===== src/rtl/mem_arb_pkg.sv =====
// Shared types and constants for the unified memory port arbiter.
// Build option MEM_ARB_TIMEOUT_EN is consumed by mem_port_arbiter.
package mem_arb_pkg;

  localparam int DEF_AW = 32;
  localparam int DEF_DW = 32;

  localparam int REQ_IFETCH = 0;
  localparam int REQ_DATA   = 1;
  localparam int REQ_ACCEL  = 2;

  typedef enum logic [2:0] {
    IDLE,
    ISSUE,
    WAIT,
    RESP,
    DRAIN
  } state_t;

  function automatic int id_width(input int n);
    return (n > 1) ? $clog2(n) : 1;
  endfunction

endpackage


===== src/rtl/rr_arbiter.sv =====
// Round-robin pick: first requester after last (cyclic), one-hot grant.
// Ports: req vector, last winner id -> grant one-hot and its index.
module rr_arbiter
  import mem_arb_pkg::*;
#(
  parameter  int N_REQ = 3,
  localparam int IW    = id_width(N_REQ)
) (
  input  logic [N_REQ-1:0] req,
  input  logic [IW-1:0]    last,
  output logic [N_REQ-1:0] grant,
  output logic [IW-1:0]    grant_id
);

  int   idx;
  logic found;

  always_comb begin
    grant    = '0;
    grant_id = '0;
    found    = 1'b0;
    idx      = 0;
    for (int off = 1; off <= N_REQ; off++) begin
      idx = (int'(last) + off) % N_REQ;
      if (!found && req[idx]) begin
        grant[idx] = 1'b1;
        grant_id   = IW'(idx);
        found      = 1'b1;
      end
    end
  end

endmodule


===== src/rtl/mem_port_arbiter.sv =====
// Round-robin sharing of one single-port memory between ifetch, LSU and accel DMA.
// Ports: per-requester valid/ready + rsp pulses; mem req/gnt/rvalid; busy.
// Build option MEM_ARB_TIMEOUT_EN adds the response timeout and DRAIN state.
module mem_port_arbiter
  import mem_arb_pkg::*;
#(
  parameter int N_REQ       = 3,
  parameter int AW          = DEF_AW,
  parameter int DW          = DEF_DW,
  parameter int TIMEOUT_CYC = 64
) (
  input  logic                    clk,
  input  logic                    rst,
  input  logic [N_REQ-1:0]        req_valid,
  output logic [N_REQ-1:0]        req_ready,
  input  logic [N_REQ*AW-1:0]     req_addr,
  input  logic [N_REQ-1:0]        req_we,
  input  logic [N_REQ*DW-1:0]     req_wdata,
  input  logic [N_REQ*(DW/8)-1:0] req_be,
  output logic [N_REQ-1:0]        rsp_valid,
  output logic [DW-1:0]           rsp_rdata,
  output logic                    rsp_err,
  output logic                    mem_req,
  input  logic                    mem_gnt,
  output logic [AW-1:0]           mem_addr,
  output logic                    mem_we,
  output logic [DW-1:0]           mem_wdata,
  output logic [DW/8-1:0]         mem_be,
  input  logic                    mem_rvalid,
  input  logic [DW-1:0]           mem_rdata,
  output logic                    busy
);

  localparam int BW = DW / 8;
  localparam int IW = id_width(N_REQ);

  if (TIMEOUT_CYC < 1) begin : g_bad_cfg
    $error("TIMEOUT_CYC must be at least 1");
  end

  state_t            state_q;
  state_t            state_d;
  logic [IW-1:0]     last_q;
  logic [IW-1:0]     owner_q;
  logic [IW-1:0]     grant_id;
  logic [N_REQ-1:0]  grant;
  logic              idle;
  logic              accept;
  logic              rsp_load;

  rr_arbiter #(
    .N_REQ(N_REQ)
  ) u_rr (
    .req     (req_valid),
    .last    (last_q),
    .grant   (grant),
    .grant_id(grant_id)
  );

  assign idle = (state_q == IDLE);
  // rst gates the handshake so nothing is taken while reset is held.
  assign accept    = idle && rst && (|req_valid);
  assign req_ready = accept ? grant : '0;
  assign mem_req   = (state_q == ISSUE);
  assign busy      = !idle;
  assign rsp_load  = (state_q == WAIT) && mem_rvalid;

  always_comb begin
    rsp_valid = '0;
    if (state_q == RESP) rsp_valid[owner_q] = 1'b1;
  end

`ifdef MEM_ARB_TIMEOUT_EN
  localparam int CW = $clog2(TIMEOUT_CYC + 1);

  logic [CW-1:0] tmo_cnt;
  logic          tmo;
  logic          tmo_rsp;
  logic          drain_q;
  logic          rsp_err_q;

  // Counts cycles since the first mem_req, across ISSUE and WAIT.
  assign tmo = ((state_q == ISSUE) || (state_q == WAIT)) &&
               (tmo_cnt == CW'(TIMEOUT_CYC - 1));
  // A grant or response landing on the last cycle still wins.
  assign tmo_rsp = tmo && !(mem_req ? mem_gnt : mem_rvalid);

  always_ff @(posedge clk or negedge rst) begin
    if (!rst) begin
      tmo_cnt <= '0;
    end else if (accept) begin
      tmo_cnt <= '0;
    end else if ((state_q == ISSUE) || (state_q == WAIT)) begin
      tmo_cnt <= tmo_cnt + 1'b1;
    end
  end

  always_ff @(posedge clk or negedge rst) begin
    if (!rst) begin
      rsp_rdata <= '0;
      rsp_err_q <= 1'b0;
      drain_q   <= 1'b0;
    end else begin
      if (rsp_load) begin
        rsp_rdata <= mem_rdata;
        rsp_err_q <= 1'b0;
      end else if (tmo_rsp) begin
        rsp_rdata <= '0;
        rsp_err_q <= 1'b1;
      end
      // Memory already granted: its late response must be swallowed.
      if (tmo_rsp && !mem_req) begin
        drain_q <= 1'b1;
      end else if (state_q == RESP) begin
        drain_q <= 1'b0;
      end
    end
  end

  assign rsp_err = rsp_err_q;
`else
  always_ff @(posedge clk or negedge rst) begin
    if (!rst) begin
      rsp_rdata <= '0;
    end else if (rsp_load) begin
      rsp_rdata <= mem_rdata;
    end
  end

  assign rsp_err = 1'b0;
`endif

  always_ff @(posedge clk or negedge rst) begin
    if (!rst) state_q <= IDLE;
    else      state_q <= state_d;
  end

  always_comb begin
    state_d = state_q;
    unique case (state_q)
      IDLE: if (accept) state_d = ISSUE;
`ifdef MEM_ARB_TIMEOUT_EN
      ISSUE: begin
        if (mem_gnt)  state_d = WAIT;
        else if (tmo) state_d = RESP;
      end
      WAIT:  if (mem_rvalid || tmo) state_d = RESP;
      RESP:  state_d = drain_q ? DRAIN : IDLE;
      DRAIN: if (mem_rvalid) state_d = IDLE;
`else
      ISSUE: if (mem_gnt) state_d = WAIT;
      WAIT:  if (mem_rvalid) state_d = RESP;
      RESP:  state_d = IDLE;
`endif
      default: state_d = IDLE;
    endcase
  end

  always_ff @(posedge clk or negedge rst) begin
    if (!rst) begin
      mem_addr  <= '0;
      mem_we    <= 1'b0;
      mem_wdata <= '0;
      mem_be    <= '0;
      owner_q   <= '0;
      last_q    <= IW'(N_REQ - 1);
    end else if (accept) begin
      mem_addr  <= req_addr[grant_id*AW +: AW];
      mem_we    <= req_we[grant_id];
      mem_wdata <= req_wdata[grant_id*DW +: DW];
      mem_be    <= req_be[grant_id*BW +: BW];
      owner_q   <= grant_id;
      last_q    <= grant_id;
    end
  end

endmodule

===== config.mk =====
export PLATFORM = sky130hd
export DESIGN_NAME = mem_port_arbiter
export DESIGN_NICKNAME = d
export VERILOG_FILES = /design/src/rtl/mem_arb_pkg.sv /design/src/rtl/rr_arbiter.sv /design/src/rtl/mem_port_arbiter.sv
export SDC_FILE = /design/constraint.sdc
export NUM_CORES = 1
export LEC_CHECK = 0
export CORE_AREA = 2 2 139 141
export CTS_CLUSTER_SIZE = 40
export DETAILED_ROUTE_END_ITERATION = 8
export DIE_AREA = 0 0 141 143
export PLACE_DENSITY = 0.69
export SLEW_MARGIN = 10
export SYNTH_ARGS = -nofsm -noshare
export SYNTH_HDL_FRONTEND = slang
export SYNTH_HIERARCHICAL = 1
export SYNTH_SLANG_ARGS = --single-unit

===== constraint.sdc =====
create_clock -name clk -period 2.8 [get_ports clk]
set_input_delay 0.28 -clock clk [delete_from_list [all_inputs] [get_ports clk]]
set_output_delay 0.28 -clock clk [all_outputs]
set_load 0.005 [all_outputs]

==> results.cfg <==
[synthesis]
postSynthAreaPerCell_um2 = 9.51
yosysSeqAreaShare_pct = 46.5
yosys_warnings = 6
syn-instance-count = 600
yosys_register_bits = 106
synth_ff_type = dfrtp_1
synthesis.nets = 854
number_of_flops_mapped_to_enable_cells_by_yosys = 0
ys_async_sr_fraction_pct = 100
yosysUniqueCellTypes = 39
post_synth_instance_area_um2 = 5710

[clocking]
root_buffer = clkbuf_16
clock_path_buffers = 2
cts_clk_pin_slew_worst_paths_ps = 70
cts_num_sinks = 106
cts_tree = done
clock_latency_ps = 350
cts-htree-levels = 3
number_of_cts_inserted_buffers = 9
ctsHoldBuffers = 0

[final_layout]
number_of_fillers_in_the_final_layout = 1718
growth_of_design_area_from_synthesis_to_finish_pct = 79.7
finish.net_count = 1219
post-route-cell-area_um2 = 10300
layout.cells.most_common = clkdlybuf4s50_1
layout-drive-gt1-share_pct = 12.8
stdcell_count = 1206
most-common-layout-cells = 350 x clkdlybuf4s50_1, 105 x dfrtp_1, 78 x nand2_1, 73 x nor2_1, 71 x mux2i_1

[sta]
tns_ps = 0
setup_repair_after_global_routing_missed_its_margin = true
finalClockSkew_ps = 6.70
fin_crit_ps = 2780
timing.final.max_slew_violations = 0
clock.fmax_mhz = 360
setup-violations-final = 0
timing_worst_slew_pin_value_ps = 766
final_hold_viol_count = 0
slew-limit-headroom_pct = 49.0
finalCritPeriodShare_pct = 99.2

[worst_setup_path]
cp-start-kind = register
worstRegToRegCells = 14
critPathRequiredTime_ps = 3070
rrSetupSlack_ps = 20
regToRegStartpoint = last_q[1]
cp-end-kind = register
worst_path_max_stage_delay_ps = 610
critPathArrivalTime_ps = 3050
path_max_fanout = 6
critPathSlowestCell = dfstp_2
timing.rr.end = mem_wdata[30]
worst-setup-path-type = reg2reg
crit_path_cell_trace = ha_4 > nand2b_4 > a21boi_4 > o221ai_2 > buf_4 > o22ai_4 > buf_6 > clkbuf_16 > nor2b_4 > buf_12 > buf_6 > buf_6 > a21oi_1 > o21ai_2
critical-path-top-cell-by-count = buf_6

[drt]
route.detailed.wl_per_inst_um = 16.5
drt.antenna.violating_nets = 0
vias = 5685
drt_pass1_iterations = 7
detail_route.vias_per_cell = 4.71
wirelength_mm = 19.9
detail_route.iter0.violations = 204
drc_violation_count_after_routing = 0

[grt]
grtUsageTotal_pct = 18.7
antenna_found_initial = 2
grt_pass1_wl_mm = 29.5
grt_pass1_vias = 5543
grt_max_degree = 77
grt_remaining_overflow = 0

[die]
floorplan.die.width_um = 141
fp.dieArea_um2 = 20200
row_count = 50
floorplan.core_area_um2 = 18600
ios = 356
die_height_um = 143
initial_core_utilization_pct = 30.7

[power_and_ir_drop]
combinational_power_share_pct = 59.7
switching_share_pct = 35.2
worst_ir_drop_vdd_mv = 0.356
power.internal_mw = 6.37
seq_pwr_share_pct = 26.8
power.static_leakage_nw = 4.35
netSwitchingPower_mw = 3.47
p_per_area_nw_per_um2 = 959
total_power_mw = 9.83
clkPwrFrac_pct = 13.5

[place]
dp_cells = 1163
io_buffer_count = 354
postPlaceCellArea_um2 = 9550
finalWeightedCongestion = 0.810
post-dp-hpwl_mm = 14.9

[job]
max-cap-violations = 0

[hold_path]
hold_class = in2async

[run_status]
status = completed
how the worst max path moves through the flow:
stage / depth (start not counted) / slack [ps] / startpoint / to
floorplan: 12 / 260 / last_q[0] / mem_addr[5]
global placement: 11 / 170 / last_q[1] / mem_addr[7]
detailed placement: 10 / 80 / last_q[1] / mem_wdata[12]
CTS: 8 / 9 / last_q[1] / req_ready[1]
global route: 14 / -100 / last_q[1] / mem_wdata[30]
finish: 14 / 20 / last_q[1] / mem_wdata[30]
power groups by stage:
stage / Clock [mW] / Combinational, mW / Sequential [mW]
5_1_grt: 1.43 / 6.44 / 2.73
2_1_floorplan: 0 / 2.64 / 2.69
6_report: 1.32 / 5.87 / 2.64
3_5_place_dp: 0 / 5.33 / 2.66
4_1_cts: 1.38 / 5.40 / 2.65
3_3_place_gp: 0 / 5.28 / 2.63
flip-flops by register name (all words and copies together), names as in the netlist:
register	cells
owner_q	1
mem_wdata	32
mem_be	4
last_q	2
mem_addr	32
rsp_rdata	32
mem_we	1
state_q	2
metrics by stage:
stage	setup slack [ps]	util, %	hold WS (ps)
6_report	23.6	55.2	103
5_1_grt	-104	55.2	162
4_1_cts	8.58	53.4	127
3_5_place_dp	78.0	51.4	466
3_3_place_gp	173	51.4	460
2_1_floorplan	262	-	-15.6
synthesized netlist by cell type (all sizes together), types with 2 or more instances:
library cell / number / area (um^2)
nor2: 73 / 274
o21ai: 72 / 379
clkbuf: 14 / 58.8
o31ai: 2 / 15.0
mux2: 36 / 405
a21oi: 71 / 355
ha: 8 / 100
buf: 30 / 214
nand2: 78 / 293
nor2b: 2 / 12.5
inv: 14 / 52.6
nand3: 2 / 15.0
mux2i: 73 / 731
o22ai: 4 / 25.0
dfrtp: 105 / 2630
per-layer routing:
metal	wire length (um)	vias to the layer above	share of wire, %	track usage [%]
li1	-	2792	-	-
met1	7840	2626	39	21.8
met2	10100	245	51	32.7
met3	1630	22	8.2	5.77
met4	367	0	1.8	6.42
met5	0	-	0	0
critical path, delay by kind of cell, from the launching register on:
| family | cells | cell delay, ps |
|---|---|---|
| compound gates | 5 | 620 |
| fa+ha+maj | 1 | 240 |
| buf+inv | 6 | 870 |
| flops | 1 | 610 |
| simple gates | 2 | 360 |
area by class of cell:
| cell class | count | area [um^2] | share of cell area [%] |
|---|---|---|---|
| Clock buffer | 11 | 253 | 2.46 |
| Clock inverter | 5 | 62.6 | 0.610 |
| Tap cell | 234 | 293 | 2.86 |
| Sequential cell | 106 | 2650 | 25.9 |
| Timing Repair Buffer | 398 | 4070 | 39.7 |
| Antenna cell | 2 | 5.00 | 0.0488 |
| Multi-Input combinational cell | 436 | 2870 | 28.0 |
| Inverter | 14 | 52.6 | 0.512 |
kinds of logic (layout without fill, tap and decap cells):
family	count (synthesis)	after routing	synth area share, %
mux	109	109	19.9
other cells	1	3	0.0657
fa+ha+maj	8	8	1.75
compound gates	156	156	14.7
simple gates	162	162	11.3
buf+inv	58	428	5.70
flops	106	106	46.5
repair_timing:
item                                    in CTS  in global routing
setup buffers                                4                 17
endpoints found under the setup margin       3                 63
pin swaps                                    2                  4
cloned                                       0                  4
hold endpoints to repair                     0                  0
gates resized for setup                      8                 28
No activity file was read; power rests on OpenSTA's default activity.
